### src/rtl/mem_arbiter_if.sv
// Signal bundle between the IFU/LSU requesters, the mem_arbiter and the shared
// memory port. The slave modport is the arbiter's view; master is the environment.
interface mem_arbiter_if #(
    parameter int ADDR_W = 32,
    parameter int DATA_W = 32
);
    logic                  if_req_valid_i;
    logic                  if_req_ready_o;
    logic [ADDR_W-1:0]     if_req_addr_i;
    logic                  if_rsp_valid_o;
    logic                  if_rsp_ready_i;
    logic [DATA_W-1:0]     if_rsp_data_o;
    logic                  if_rsp_err_o;

    logic                  ls_req_valid_i;
    logic                  ls_req_ready_o;
    logic [ADDR_W-1:0]     ls_req_addr_i;
    logic                  ls_req_wen_i;
    logic [DATA_W-1:0]     ls_req_wdata_i;
    logic [DATA_W/8-1:0]   ls_req_wstrb_i;
    logic                  ls_rsp_valid_o;
    logic                  ls_rsp_ready_i;
    logic [DATA_W-1:0]     ls_rsp_data_o;
    logic                  ls_rsp_err_o;

    logic                  m_req_valid_o;
    logic                  m_req_ready_i;
    logic [ADDR_W-1:0]     m_req_addr_o;
    logic                  m_req_wen_o;
    logic [DATA_W-1:0]     m_req_wdata_o;
    logic [DATA_W/8-1:0]   m_req_wstrb_o;
    logic                  m_rsp_valid_i;
    logic                  m_rsp_ready_o;
    logic [DATA_W-1:0]     m_rsp_data_i;

    modport slave (
        input  if_req_valid_i, if_req_addr_i, if_rsp_ready_i,
        output if_req_ready_o, if_rsp_valid_o, if_rsp_data_o, if_rsp_err_o,
        input  ls_req_valid_i, ls_req_addr_i, ls_req_wen_i, ls_req_wdata_i,
               ls_req_wstrb_i, ls_rsp_ready_i,
        output ls_req_ready_o, ls_rsp_valid_o, ls_rsp_data_o, ls_rsp_err_o,
        input  m_req_ready_i, m_rsp_valid_i, m_rsp_data_i,
        output m_req_valid_o, m_req_addr_o, m_req_wen_o, m_req_wdata_o,
               m_req_wstrb_o, m_rsp_ready_o
    );

    modport master (
        output if_req_valid_i, if_req_addr_i, if_rsp_ready_i,
        input  if_req_ready_o, if_rsp_valid_o, if_rsp_data_o, if_rsp_err_o,
        output ls_req_valid_i, ls_req_addr_i, ls_req_wen_i, ls_req_wdata_i,
               ls_req_wstrb_i, ls_rsp_ready_i,
        input  ls_req_ready_o, ls_rsp_valid_o, ls_rsp_data_o, ls_rsp_err_o,
        output m_req_ready_i, m_rsp_valid_i, m_rsp_data_i,
        input  m_req_valid_o, m_req_addr_o, m_req_wen_o, m_req_wdata_o,
               m_req_wstrb_o, m_rsp_ready_o
    );
endinterface

### src/rtl/mem_arbiter.sv
// Round-robin IFU/LSU arbiter onto one memory port, one transaction in flight,
// with a response timeout that returns an error instead of hanging the requester.
module mem_arbiter #(
    parameter int ADDR_W  = 32,
    parameter int DATA_W  = 32,
    parameter int TIMEOUT = 255
) (
    input  logic            clk_i,
    input  logic            rst_i,
    mem_arbiter_if.slave    bus
);
    localparam int STRB_W = DATA_W / 8;
    localparam int CNT_W  = $clog2(TIMEOUT + 1);
    localparam logic [CNT_W-1:0] CNT_MAX = CNT_W'(TIMEOUT);
    localparam logic OWN_IF = 1'b0;
    localparam logic OWN_LS = 1'b1;

    typedef enum logic [2:0] {IDLE, REQ, RESP, ERR, DRAIN} state_t;

    state_t           state_q;
    logic             owner_q;
    logic             last_q;
    logic             wen_q;
    logic             swallowed_q;
    logic [CNT_W-1:0] cnt_q;

    logic own_req_valid, own_rsp_ready, req_fire, rsp_fire, any_req, grant_ls;

    always_comb begin
        own_req_valid = (owner_q == OWN_LS) ? bus.ls_req_valid_i : bus.if_req_valid_i;
        own_rsp_ready = (owner_q == OWN_LS) ? bus.ls_rsp_ready_i : bus.if_rsp_ready_i;
        req_fire      = (state_q == REQ) && own_req_valid && bus.m_req_ready_i;
        rsp_fire      = (state_q == RESP) && bus.m_rsp_valid_i && own_rsp_ready;
        any_req       = bus.if_req_valid_i || bus.ls_req_valid_i;
        // On a tie the unit that did not win last time is served.
        grant_ls      = bus.ls_req_valid_i && (!bus.if_req_valid_i || last_q == OWN_IF);
    end

    always_ff @(posedge clk_i or negedge rst_i) begin
        if (!rst_i) begin
            state_q     <= IDLE;
            owner_q     <= OWN_IF;
            last_q      <= OWN_LS;
            wen_q       <= 1'b0;
            swallowed_q <= 1'b0;
            cnt_q       <= '0;
        end else begin
            case (state_q)
                IDLE: if (any_req) begin
                    owner_q <= grant_ls;
                    last_q  <= grant_ls;
                    state_q <= REQ;
                end
                REQ: if (req_fire) begin
                    state_q <= RESP;
                    cnt_q   <= '0;
                    wen_q   <= (owner_q == OWN_LS) && bus.ls_req_wen_i;
                end
                RESP: begin
                    if (rsp_fire) begin
                        state_q <= IDLE;
                    end else if (cnt_q == CNT_MAX && !bus.m_rsp_valid_i) begin
                        state_q     <= ERR;
                        swallowed_q <= 1'b0;
                    end else if (cnt_q != CNT_MAX) begin
                        cnt_q <= cnt_q + CNT_W'(1);
                    end
                end
                // A late response landing during ERR means nothing is left to drain.
                ERR: begin
                    if (own_rsp_ready)
                        state_q <= (swallowed_q || bus.m_rsp_valid_i) ? IDLE : DRAIN;
                    else if (bus.m_rsp_valid_i)
                        swallowed_q <= 1'b1;
                end
                DRAIN: if (bus.m_rsp_valid_i) state_q <= IDLE;
                default: state_q <= IDLE;
            endcase
        end
    end

    always_comb begin
        bus.if_req_ready_o = 1'b0;
        bus.ls_req_ready_o = 1'b0;
        bus.if_rsp_valid_o = 1'b0;
        bus.if_rsp_data_o  = {DATA_W{1'b0}};
        bus.if_rsp_err_o   = 1'b0;
        bus.ls_rsp_valid_o = 1'b0;
        bus.ls_rsp_data_o  = {DATA_W{1'b0}};
        bus.ls_rsp_err_o   = 1'b0;
        bus.m_req_valid_o  = 1'b0;
        bus.m_req_addr_o   = {ADDR_W{1'b0}};
        bus.m_req_wen_o    = 1'b0;
        bus.m_req_wdata_o  = {DATA_W{1'b0}};
        bus.m_req_wstrb_o  = {STRB_W{1'b0}};
        bus.m_rsp_ready_o  = 1'b0;
        case (state_q)
            REQ: begin
                bus.m_req_valid_o = own_req_valid;
                if (owner_q == OWN_LS) begin
                    bus.m_req_addr_o   = bus.ls_req_addr_i;
                    bus.m_req_wen_o    = bus.ls_req_wen_i;
                    bus.m_req_wdata_o  = bus.ls_req_wdata_i;
                    bus.m_req_wstrb_o  = bus.ls_req_wstrb_i;
                    bus.ls_req_ready_o = bus.m_req_ready_i;
                end else begin
                    bus.m_req_addr_o   = bus.if_req_addr_i;
                    bus.if_req_ready_o = bus.m_req_ready_i;
                end
            end
            RESP: begin
                bus.m_rsp_ready_o = own_rsp_ready;
                if (owner_q == OWN_LS) begin
                    bus.ls_rsp_valid_o = bus.m_rsp_valid_i;
                    bus.ls_rsp_data_o  = wen_q ? {DATA_W{1'b0}} : bus.m_rsp_data_i;
                end else begin
                    bus.if_rsp_valid_o = bus.m_rsp_valid_i;
                    bus.if_rsp_data_o  = bus.m_rsp_data_i;
                end
            end
            ERR: begin
                bus.m_rsp_ready_o = 1'b1;
                if (owner_q == OWN_LS) begin
                    bus.ls_rsp_valid_o = 1'b1;
                    bus.ls_rsp_err_o   = 1'b1;
                end else begin
                    bus.if_rsp_valid_o = 1'b1;
                    bus.if_rsp_err_o   = 1'b1;
                end
            end
            DRAIN: bus.m_rsp_ready_o = 1'b1;
            default: ;
        endcase
    end
endmodule

### src/flat_wrapper.sv
// flat-port wrapper written by rule: the top's interface ports become plain ports
module mem_arbiter_flat 
#(
    parameter int ADDR_W  = 32,
    parameter int DATA_W  = 32,
    parameter int TIMEOUT = 255
)
  (clk_i, rst_i, bus_if_req_valid_i, bus_if_req_addr_i, bus_if_rsp_ready_i, bus_if_req_ready_o, bus_if_rsp_valid_o, bus_if_rsp_data_o, bus_if_rsp_err_o, bus_ls_req_valid_i, bus_ls_req_addr_i, bus_ls_req_wen_i, bus_ls_req_wdata_i, bus_ls_req_wstrb_i, bus_ls_rsp_ready_i, bus_ls_req_ready_o, bus_ls_rsp_valid_o, bus_ls_rsp_data_o, bus_ls_rsp_err_o, bus_m_req_ready_i, bus_m_rsp_valid_i, bus_m_rsp_data_i, bus_m_req_valid_o, bus_m_req_addr_o, bus_m_req_wen_o, bus_m_req_wdata_o, bus_m_req_wstrb_o, bus_m_rsp_ready_o);
  mem_arbiter_if #(.ADDR_W(ADDR_W), .DATA_W(DATA_W)) bus_i ();
  input  logic clk_i;
  input  logic rst_i;
  input wire logic [$bits(bus_i.if_req_valid_i)-1:0] bus_if_req_valid_i;
  input wire logic [$bits(bus_i.if_req_addr_i)-1:0] bus_if_req_addr_i;
  input wire logic [$bits(bus_i.if_rsp_ready_i)-1:0] bus_if_rsp_ready_i;
  output wire logic [$bits(bus_i.if_req_ready_o)-1:0] bus_if_req_ready_o;
  output wire logic [$bits(bus_i.if_rsp_valid_o)-1:0] bus_if_rsp_valid_o;
  output wire logic [$bits(bus_i.if_rsp_data_o)-1:0] bus_if_rsp_data_o;
  output wire logic [$bits(bus_i.if_rsp_err_o)-1:0] bus_if_rsp_err_o;
  input wire logic [$bits(bus_i.ls_req_valid_i)-1:0] bus_ls_req_valid_i;
  input wire logic [$bits(bus_i.ls_req_addr_i)-1:0] bus_ls_req_addr_i;
  input wire logic [$bits(bus_i.ls_req_wen_i)-1:0] bus_ls_req_wen_i;
  input wire logic [$bits(bus_i.ls_req_wdata_i)-1:0] bus_ls_req_wdata_i;
  input wire logic [$bits(bus_i.ls_req_wstrb_i)-1:0] bus_ls_req_wstrb_i;
  input wire logic [$bits(bus_i.ls_rsp_ready_i)-1:0] bus_ls_rsp_ready_i;
  output wire logic [$bits(bus_i.ls_req_ready_o)-1:0] bus_ls_req_ready_o;
  output wire logic [$bits(bus_i.ls_rsp_valid_o)-1:0] bus_ls_rsp_valid_o;
  output wire logic [$bits(bus_i.ls_rsp_data_o)-1:0] bus_ls_rsp_data_o;
  output wire logic [$bits(bus_i.ls_rsp_err_o)-1:0] bus_ls_rsp_err_o;
  input wire logic [$bits(bus_i.m_req_ready_i)-1:0] bus_m_req_ready_i;
  input wire logic [$bits(bus_i.m_rsp_valid_i)-1:0] bus_m_rsp_valid_i;
  input wire logic [$bits(bus_i.m_rsp_data_i)-1:0] bus_m_rsp_data_i;
  output wire logic [$bits(bus_i.m_req_valid_o)-1:0] bus_m_req_valid_o;
  output wire logic [$bits(bus_i.m_req_addr_o)-1:0] bus_m_req_addr_o;
  output wire logic [$bits(bus_i.m_req_wen_o)-1:0] bus_m_req_wen_o;
  output wire logic [$bits(bus_i.m_req_wdata_o)-1:0] bus_m_req_wdata_o;
  output wire logic [$bits(bus_i.m_req_wstrb_o)-1:0] bus_m_req_wstrb_o;
  output wire logic [$bits(bus_i.m_rsp_ready_o)-1:0] bus_m_rsp_ready_o;
  assign bus_i.if_req_valid_i = bus_if_req_valid_i;
  assign bus_i.if_req_addr_i = bus_if_req_addr_i;
  assign bus_i.if_rsp_ready_i = bus_if_rsp_ready_i;
  assign bus_if_req_ready_o = bus_i.if_req_ready_o;
  assign bus_if_rsp_valid_o = bus_i.if_rsp_valid_o;
  assign bus_if_rsp_data_o = bus_i.if_rsp_data_o;
  assign bus_if_rsp_err_o = bus_i.if_rsp_err_o;
  assign bus_i.ls_req_valid_i = bus_ls_req_valid_i;
  assign bus_i.ls_req_addr_i = bus_ls_req_addr_i;
  assign bus_i.ls_req_wen_i = bus_ls_req_wen_i;
  assign bus_i.ls_req_wdata_i = bus_ls_req_wdata_i;
  assign bus_i.ls_req_wstrb_i = bus_ls_req_wstrb_i;
  assign bus_i.ls_rsp_ready_i = bus_ls_rsp_ready_i;
  assign bus_ls_req_ready_o = bus_i.ls_req_ready_o;
  assign bus_ls_rsp_valid_o = bus_i.ls_rsp_valid_o;
  assign bus_ls_rsp_data_o = bus_i.ls_rsp_data_o;
  assign bus_ls_rsp_err_o = bus_i.ls_rsp_err_o;
  assign bus_i.m_req_ready_i = bus_m_req_ready_i;
  assign bus_i.m_rsp_valid_i = bus_m_rsp_valid_i;
  assign bus_i.m_rsp_data_i = bus_m_rsp_data_i;
  assign bus_m_req_valid_o = bus_i.m_req_valid_o;
  assign bus_m_req_addr_o = bus_i.m_req_addr_o;
  assign bus_m_req_wen_o = bus_i.m_req_wen_o;
  assign bus_m_req_wdata_o = bus_i.m_req_wdata_o;
  assign bus_m_req_wstrb_o = bus_i.m_req_wstrb_o;
  assign bus_m_rsp_ready_o = bus_i.m_rsp_ready_o;
  mem_arbiter #(.ADDR_W(ADDR_W), .DATA_W(DATA_W), .TIMEOUT(TIMEOUT)) u_core (.clk_i(clk_i), .rst_i(rst_i), .bus(bus_i));
endmodule
### config.mk
export PLATFORM = sky130hd
export DESIGN_NAME = mem_arbiter_flat
export DESIGN_NICKNAME = d
export VERILOG_FILES = /design/src/rtl/mem_arbiter_if.sv /design/src/rtl/mem_arbiter.sv /design/src/flat_wrapper.sv
export SDC_FILE = /design/constraint.sdc
export NUM_CORES = 1
export LEC_CHECK = 0
export BUFFER_PORTS_ARGS = -buffer_cell sky130_fd_sc_hd__buf_2
export CORE_AREA = 2 2 110 112
export CTS_CLUSTER_SIZE = 30
export DETAILED_ROUTE_END_ITERATION = 8
export DIE_AREA = 0 0 112 114
export PLACE_DENSITY = 0.62
export SYNTH_ARGS = -nofsm -noshare
export SYNTH_HDL_FRONTEND = slang
export SYNTH_SLANG_ARGS = --single-unit
export TNS_END_PERCENT = 1
### constraint.sdc
create_clock -name clk_i -period 2.1 [get_ports clk_i]
set_clock_uncertainty 0.05 [all_clocks]
set_input_delay 0.21 -clock clk_i [delete_from_list [all_inputs] [get_ports clk_i]]
set_output_delay 0.21 -clock clk_i [all_outputs]
set_load 0.01 [all_outputs]
# ---- Yosys cells after proc, flatten, opt, wreduce, memory -nomap -nowiden
# Index checks and enable logic that the tools add are counted.
dict set report totals {
  word_cells 93
  out_inout_bits 141
  in_bits 141
  ff_bits 15
}
dict set report op_classes {
  addsub 1
  n_eq_ne 17
  reduce_logical 21
  bitwise_logic 1
  mux 47
}
# operator n
set op_table {}
lappend op_table {{two-way mux 32 bit} 9}
lappend op_table {{two-way mux 8 bit} 4}
lappend op_table {{two-way mux 3 bit} 7}
lappend op_table {{two-way mux 1 bit} 19}
lappend op_table {{one-hot mux 8 bit (2 select lines)} 1}
lappend op_table {{one-hot mux 3 bit (5 select lines)} 1}
lappend op_table {{AND reduction 5 bit} 3}
lappend op_table {{inequality test 2 bit, second input constant} 7}
lappend op_table {{adder 8 x 1 -> 8 bit, second input constant} 1}
lappend op_table {{equality test 8 bit, second input constant} 1}
lappend op_table {{two-way mux 4 bit} 2}
lappend op_table {{inequality test 8 bit, second input constant} 1}
lappend op_table {{one-hot mux 1 bit (2 select lines)} 4}
lappend op_table {{logical AND 1 bit} 7}
lappend op_table {{equality test 3 x 2 -> 1 bit, second input constant} 2}
lappend op_table {{inequality test 2 x 1 -> 1 bit, second input constant} 3}
lappend op_table {{AND reduction 2 bit} 2}
lappend op_table {{nonzero test 2 bit} 2}
lappend op_table {{equality test 3 x 1 -> 1 bit, second input constant} 1}
lappend op_table {{equality test 3 bit, second input constant} 1}
lappend op_table {{zero test 3 bit} 1}
lappend op_table {{logical OR 1 bit} 3}
lappend op_table {{inequality test 3 x 2 -> 1 bit, second input constant} 1}
lappend op_table {{zero test 1 bit} 2}
lappend op_table {{other kinds (2)} 2}

# ---- Depth between registers and ports, before layout
# Gate-level depths: netlist of the first run.
dict set report depth {
  ltp_word 5
  ltp_mapped 6
  ltp_nobuf 5
}

# ---- Worst setup path before layout of the first run
# Ideal clock, no wire load.
dict set report synth_path {
  path_kind {reg-to-output}
  from {reg u_core.state_q[0]}
  to {out bus_ls_rsp_data_o[10]}
  setup_slack_ns 0.252
  path_buffers 3
  stages_incl_launch_ff 7
  t_arrival_ns 1.588
  path_cell_list {dfrtp_1 > buf_6 > or3b_1 > buf_2 > nor3b_2 > clkbuf_2 > and2_1}
}
dict set report synth_between {
  elab_chain_len 2
}
# item line
set synth_rtl {}
lappend synth_rtl {{start, declared} mem_arbiter.sv:20} ;# state_t state_q;
lappend synth_rtl {{start signal, assigned} mem_arbiter.sv:72} ;# state_q <= (swallowed_q || bus.m_rsp_valid_i) ? IDLE : DRAIN;
lappend synth_rtl {{equality test 3 x 2 -> 1 bit} mem_arbiter.sv:97} ;# case (state_q)
lappend synth_rtl {{two-way mux 32 bit} mem_arbiter.sv:97}
lappend synth_rtl {{end, declared} flat_wrapper.sv:27} ;# output wire logic [$bits(bus_i.ls_rsp_data_o)-1:0] bus_ls_rsp_data_o;
# No other way between the ends.

# ---- Worst setup path after layout of the first run
dict set report layout_path {
  from {reg u_core.state_q[1]}
  to {out bus_ls_rsp_data_o[29]}
}
# The elaborated chain is that of the path after synthesis.

==> results of run 1 <==
## per-layer routing
layer  share of wire  global-route usage
met5          0.0013                   0
met4           0.010              0.0244
met3           0.088              0.0282
met2            0.50               0.233
met1            0.40               0.168
## path summary, 6_finish.rpt
kind	startpoint	end	slack (ps)
setup / recovery	u_core.state_q[1]	bus_ls_rsp_data_o[29]	10
hold / removal	bus_if_req_valid_i	u_core.last_q	130
setup reg to reg	u_core.owner_q	u_core.cnt_q[6]	300
hold reg to reg	u_core.cnt_q[3]	u_core.cnt_q[3]	450
max in group asynchronous	rst_i	u_core.last_q	1350
min in group asynchronous	rst_i	u_core.cnt_q[2]	350
## critical path, cell delays in order (launching register included)
cell and delay [ps]:
dfrtp_1 390, or3b_4 430, nor3b_4 220, buf_6 150, buf_6 130, and2_1 130
buf_2 130
## through the flow
step	hold WS, ps	total power [W]	instances	worst slack [ps]
6_report	128	0.00374	719	11.7
5_1_grt	147	0.00404	719	-48.3
4_1_cts	126	0.00370	714	26.2
3_5_place_dp	88.9	0.00329	709	182
3_3_place_gp	86.8	0.00331	709	262
2_1_floorplan	-136	0.00217	298	252
## cell type report
type | instances | area [sq um] | area share
clock buffer | 3 | 75.1 | 0.0193
clock inverter | 1 | 7.51 | 0.00193
inverter | 3 | 11.3 | 0.00289
multi-input combinational | 251 | 1640 | 0.421
sequential | 15 | 378 | 0.0970
tap | 147 | 184 | 0.0472
timing repair buffer | 299 | 1600 | 0.410
## Yosys cell counts (2+ instances only)
master    count
nor2_1       37
dfrtp_1      14
o31ai_1       2
a32o_1        2
nor3_1        4
mux2_2        3
clkbuf_1     18
and2_1       65
nand3_1       8
mux2i_1      36
inv_1         3
nand2_1      17
o21ai_0       5
clkbuf_2      3
buf_1         3
or4_1         2
a21oi_1       5
o311ai_0      2
a31oi_1       3
nor3b_1       3
buf_2         3
buf_6         2
and3_1       39
## report_power, final
part / total [W] / switching (W) / internal [W]
clock: 0.000380 / 0.000123 / 0.000257
combinational: 0.00291 / 0.00162 / 0.00130
sequential: 0.000446 / 0.0000838 / 0.000363
## logic make-up after synthesis
family | synth area share
compound gates | 0.0854
buf+inv | 0.0667
mux | 0.184
flops | 0.176
simple gates | 0.482
fa+ha+maj | 0.00585
## state kept, by name, summed over array words and instances (netlist names)
name and count:
u_core.wen_q 1, u_core.cnt_q 8, u_core.state_q 3, u_core.swallowed_q 1, u_core.owner_q 1, u_core.last_q 1
## timing repair
action | CTS | global route
hold buffers | 1 | 0
setup endpoints to repair | 32 | 66
setup buffers | 0 | 2
pin swaps | 0 | 1
gates resized for setup | 2 | 15
gates cloned | 0 | 3
hold endpoints to repair | 14 | 0
==> results.cfg, run 1 <==
[hold_path]
hold_path_class = in2reg
min_path_cells = 2

[die]
dieWidth_um = 112
start_util = 0.183
fp-row-count = 40
die_h_um = 114
die-area_sq_mm = 0.0128
io-pin-count = 282
design.core.area_sq_mm = 0.0117

[critical_path]
path_max_fanout = 8
ff2ff_path_depth = 4
worstSetupStartpointType = flop
end_kind = primary output
crit_required_ps = 1840
critical_path_class = reg2out
cp.arrival_ps = 1830

[detailed_routing]
wl_mm = 9.94
drc = 0
wl_per_cell_um = 13.8
vias_per_cell = 4.36
drt_pass1_iterations = 4
drt_iter0_drc = 117
ant_nets = 0
vias = 3138

[synthesis]
syn_avg_cell_area_sq_um = 7.18
syn_inst = 298
synth.distinct_cells = 42
synth_seq_cells = 15
netlist_area_sq_mm = 0.00214
ys.flop_type = dfrtp_1
yosys_warnings = 0
async_flop_share = 1.00
syn-num-nets = 440
yosys-top-cells-area = and2_1 19%, mux2i_1 17%, dfrtp_1 16%
synth_top_area_share = 0.190
yosys.area.top_type = and2_1
synth_edf_count = 0
synth_seq_area_share = 0.176

[clock_tree]
cts.path.max_buffers = 2
clk_pin_slew_ps = 50
root_buffer = clkbuf_16
cts_sinks = 15
h-tree-depth = 1
cts_tree = done
worstSkewPairLatency_ps = 250
cts_made_buffers = 3

[pwr]
power.leakage_nw = 2.47
vdd_drop_max_uv = 644
pwr_density_cell_mw_per_mm2 = 961

[place]
placed_cell_area_sq_mm = 0.00372
dp_hpwl_mm = 8.06
io_buffers = 281
gp_congestion = 0.839

[job]
cap_violations = 0

[sta]
worst_pin_slew_ps = 491
hold_violations = 0
rsz0062_at_grt = true
fin_tns_setup_ps = 0
maxSlewViolCount = 0
clock.fmax_ghz = 0.479
min_period_ps = 2090
final.period_utilization = 0.994
final-setup-viol-count = 0
maxSlewHeadroom = 0.670

[finish]
design_area_sq_mm = 0.00389
final_cell_mix = 280 x buf_2, 64 x and2_1, 39 x and3_1
insertedDiodeCount = 0
syn_to_final_growth_pct = 82.1
n_fill_cell = 1260
final_common_cell = buf_2
drive_above_1_share = 0.552
final_core_util = 0.332
final_nets = 715

[global_routing]
gr-total-overflow = 0
grt_pass1_vias = 2655
grt_start_max_net_pins = 74
grt_antenna_before_repair = 1
grtUsageTotal = 0.132
grt_pass1_wl_mm = 13.7

[run_status]
status = complete, no violations
Power figures use the tool's default switching activity.
==> run 2: changes to the inputs <==
- CELL_PAD_IN_SITES_DETAIL_PLACEMENT: unset -> 1
- CELL_PAD_IN_SITES_GLOBAL_PLACEMENT: unset -> 2
- CORE_AREA: 2 2 110 112 -> unset
- CORE_MARGIN: unset -> 2
- CORE_UTILIZATION: unset -> 13
- DIE_AREA: 0 0 112 114 -> unset
- PLACE_DENSITY: 0.62 -> 0.89
==> run 2 against run 1 <==
Effect of this change: utilization decreased by 8.6 points; largest power group unchanged; largest cell class unchanged; global-route usage decreased by 1.0 points; cell area up 1.2%; setup slack better by 67 ps.
==> results.cfg, run 2 (synthesis gave the netlist of run 1 again) <==
[finish]
stdcell_count = 785
final_common_cell = buf_2
regMostFlops = u_core.cnt_q
insertedDiodeCount = 0
largest_registers = u_core.cnt_q x8, u_core.state_q x3
final_cell_mix = 281 x buf_2, 65 x and2_1, 39 x and3_1
final_core_util = 0.246
final_nets = 712
syn_to_final_growth_pct = 84.3
largest_reg_flops = 8
drive_above_1_share = 0.545
design_area_sq_mm = 0.00394

[place]
gp_congestion = 0.778
io_buffers = 281
placed_cell_area_sq_mm = 0.00383
dp_hpwl_mm = 9.70
dpl_worst_slack_ps = 288
dp_cells = 780

[critical_path]
path_max_fanout = 32
cp.buffers_inverters = 2
crit_chain = or3b_4 > nor3b_4 > buf_12 > and2_1 > buf_2
cpPeakStageDelay_ps = 430
cp.arrival_ps = 1760
crit_required_ps = 1840
critical_path_class = reg2out
end_kind = primary output
worstSetupStartpointType = flop
slowest_stage = or3b_4
cp_top_family = simple AND/OR/NAND/NOR gates

[clock_tree]
post-cts-setup-buffers = 0
worstSkewPairLatency_ps = 250
root_buffer = clkbuf_16
cts_sinks = 15
cts.path.max_buffers = 2
h-tree-depth = 1
cts_tree = done
clk_pin_slew_ps = 50
cts_made_buffers = 3

[detailed_routing]
wl_mm = 11.5
wl_per_cell_um = 14.7
ant_nets = 0
vias_per_cell = 4.05
drt_pass1_iterations = 4
drc = 0
drt_iter0_drc = 130
vias = 3181

[sta]
min_period_ps = 2020
maxSlewHeadroom = 0.691
clock.fmax_ghz = 0.495
final-setup-viol-count = 0
rsz0062_at_grt = true
finalWorstSetupSlack_ps = 78.3
final.period_utilization = 0.963
hold_ws_ps = 130
hold_violations = 0
maxSlewViolCount = 0
worst_pin_slew_ps = 460

[hold_path]
hold_path_class = in2reg

[pwr]
vdd_drop_max_uv = 327
power.leakage_nw = 2.45
pwr_density_cell_mw_per_mm2 = 965

[job]
cap_violations = 0

[die]
die_h_um = 132
design.core.area_sq_mm = 0.0160
start_util = 0.134
dieWidth_um = 132
die-area_sq_mm = 0.0175
io-pin-count = 282
fp-row-count = 46

[global_routing]
gr-total-overflow = 0
grt_pass1_wl_mm = 17.4
grt_antenna_before_repair = 0
grtUsageTotal = 0.122
grt_start_max_net_pins = 43
grt_pass1_vias = 3170

[run_status]
status = complete, no violations
==> run 2: path summary, 6_finish.rpt <==
| check | endpoint | slack (ps) | cells after the start | start |
|---|---|---|---|---|
| max | bus_ls_rsp_data_o[26] | 80 | 5 | u_core.state_q[0] |
| min | u_core.last_q | 130 | 2 | bus_if_req_valid_i |
| max reg2reg | u_core.cnt_q[6] | 290 | 4 | u_core.owner_q |
| min reg2reg | u_core.cnt_q[2] | 450 | 1 | u_core.cnt_q[2] |
| max in group asynchronous | u_core.last_q | 1330 | 2 | rst_i |
| min in group asynchronous | u_core.cnt_q[3] | 360 | 2 | rst_i |
==> run 2: power breakdown <==
part	internal, W	total [W]	switching [W]
clock network	0.000257	0.000375	0.000118
logic	0.00129	0.00298	0.00169
registers	0.000363	0.000447	0.0000840
total	0.00191	0.00380	0.00189
==> run 2: cell type report <==
class,instances,area (sq um)
flip-flops and latches,15,378
repair buffers,296,1570
well taps,216,270
clock buffers,4,78.8
fillers,2042,12100
inverters,3,11.3
multi-input cells,251,1630
==> run 2: through the flow <==
stage	power, W	TNS [ps]
detailed placement	0.00342	0
global placement	0.00341	0
floorplan	0.00217	0
finish	0.00380	0
global route	0.00413	-0.814
CTS	0.00382	0
==> run 2: routing by layer <==
metal  GRT usage  routed length [um]
met1       0.149                4720
met2       0.223                5740
met3      0.0250                 977
met4      0.0203                  73
met5           0                   0
==> run 2: repair_timing <==
| action | in CTS | in global routing |
|---|---|---|
| setup endpoints to repair | 0 | 51 |
| resized for setup | 0 | 5 |
| endpoints found under the hold margin | 14 | 0 |
| hold buffers | 1 | 0 |
==> run 3: changes to the inputs <==
- MAX_ROUTING_LAYER: unset -> met4
==> run 3 against run 2 <==
Effect of this change: power is essentially flat; global-route usage increased by 0.37 points; die area did not move; critical path type unchanged.
==> results.cfg, run 3 (synthesis gave the netlist of run 1 again) <==
[detailed_routing]
vias = 3196
ant_nets = 0
vias_per_cell = 4.07
wl_mm = 11.5
drt_iter0_drc = 134
wl_per_cell_um = 14.7
drc = 0
drt_pass1_iterations = 4

[clock_tree]
cts_made_buffers = 3
worstSkewPairLatency_ps = 250
clk_pin_slew_ps = 50
h-tree-depth = 1
cts_tree = done
root_buffer = clkbuf_16
cts.path.max_buffers = 2
post-cts-setup-buffers = 0
cts_sinks = 15

[critical_path]
rr_startpoint = u_core.owner_q
critical_path_class = reg2out
ff2ff_path_depth = 4
crit_required_ps = 1840
ff2ff_setup_slack_ps = 300
end_kind = primary output
path_max_fanout = 32
worstSetupStartpointType = flop
r2r_end = u_core.cnt_q[6]
cp.arrival_ps = 1760

[place]
io_buffers = 281
dpl_worst_slack_ps = 288
dp_hpwl_mm = 9.70
placed_cell_area_sq_mm = 0.00383
gp_congestion = 0.797

[sta]
maxSlewViolCount = 0
clock.fmax_ghz = 0.495
fin_tns_setup_ps = 0
min_period_ps = 2020
hold_violations = 0
rsz0062_at_grt = true
finalWorstSetupSlack_ps = 78.5
worst_pin_slew_ps = 460
maxSlewHeadroom = 0.691
final.period_utilization = 0.963
final-setup-viol-count = 0

[hold_path]
hold_start = bus_if_req_valid_i
holdPathEnd = u_core.last_q
min_path_cells = 2
hold_path_class = in2reg

[finish]
drive_above_1_share = 0.545
insertedDiodeCount = 0
regMostFlops = u_core.cnt_q
syn_to_final_growth_pct = 84.3
design_area_sq_mm = 0.00394
final_common_cell = buf_2
largest_reg_flops = 8
final_cell_mix = 281 x buf_2, 65 x and2_1, 39 x and3_1
largest_registers = u_core.cnt_q x8, u_core.state_q x3
final_nets = 712

[global_routing]
grt_antenna_before_repair = 0
grtUsageTotal = 0.125
grt_pass1_wl_mm = 17.4
grt_pass1_vias = 3167
grt_start_max_net_pins = 43
gr-total-overflow = 0

[die]
die_h_um = 132
fp-row-count = 46
io-pin-count = 282
start_util = 0.134
dieWidth_um = 132
die-area_sq_mm = 0.0175
design.core.area_sq_mm = 0.0160

[pwr]
power.leakage_nw = 2.45
pwr_density_cell_mw_per_mm2 = 965
vdd_drop_max_uv = 327

[run_status]
status = complete, no violations

[job]
cap_violations = 0
## run 3: cell counts in the layout (fill, tap and decap cells not counted)
No cell type changed its count.
## run 3: layer usage
| layer | up-vias | wire length [um] | global-route usage |
|---|---|---|---|
| met3 | 6 | 868 | 0.0208 |
| met4 | 0 | 38 | 0.0203 |
| met1 | 1477 | 4820 | 0.152 |
| met2 | 155 | 5780 | 0.223 |
| met5 | - | 0 | - |
| li1 | 1558 | - | - |
## run 3: worst max-delay path: stages (launching register included)
cell     delay (ps)
dfrtp_1         390
or3b_4          430
nor3b_4         220
buf_12          190
and2_1          150
buf_2           130
## run 3: metrics by stage
step                       util  total power, W  cells  hold slack [ps]
after floorplan               -         0.00217    298             -136
after global placement    0.240         0.00341    780             88.5
after detailed placement  0.240         0.00342    780             94.0
after CTS                 0.245         0.00382    785              123
after global routing      0.246         0.00413    785              151
final                     0.246         0.00380    785              127
## run 3: worst max-delay path by stage
stage	from	to	slack, ps	cells after the start
detailed placement	u_core.state_q[0]	bus_ls_rsp_data_o[26]	290	5
global placement	u_core.owner_q	u_core.cnt_q[6]	300	4
CTS	u_core.state_q[0]	bus_ls_rsp_data_o[26]	20	5
finish	u_core.state_q[0]	bus_ls_rsp_data_o[26]	80	5
floorplan	u_core.state_q[0]	bus_ls_rsp_data_o[10]	250	6
global route	u_core.state_q[1]	bus_m_req_addr_o[28]	-2	5
## run 3: cell type report
class	instances	area [sq um]
clock buffers	4	78.8
flip-flops and latches	15	378
repair buffers	296	1570
multi-input cells	251	1630
fillers	2042	12100
inverters	3	11.3
well taps	216	270
## run 3: where the power goes
group | leakage, nW | internal [W] | switching [W]
logic | 2.22 | 0.00129 | 0.00169
clock network | 0.0382 | 0.000257 | 0.000117
registers | 0.191 | 0.000363 | 0.0000831
## run 3: timing repair
action | CTS | global route
setup endpoints to repair | 0 | 52
endpoints found under the hold margin | 14 | 0
gates resized for setup | 0 | 5
hold buffers | 1 | 0
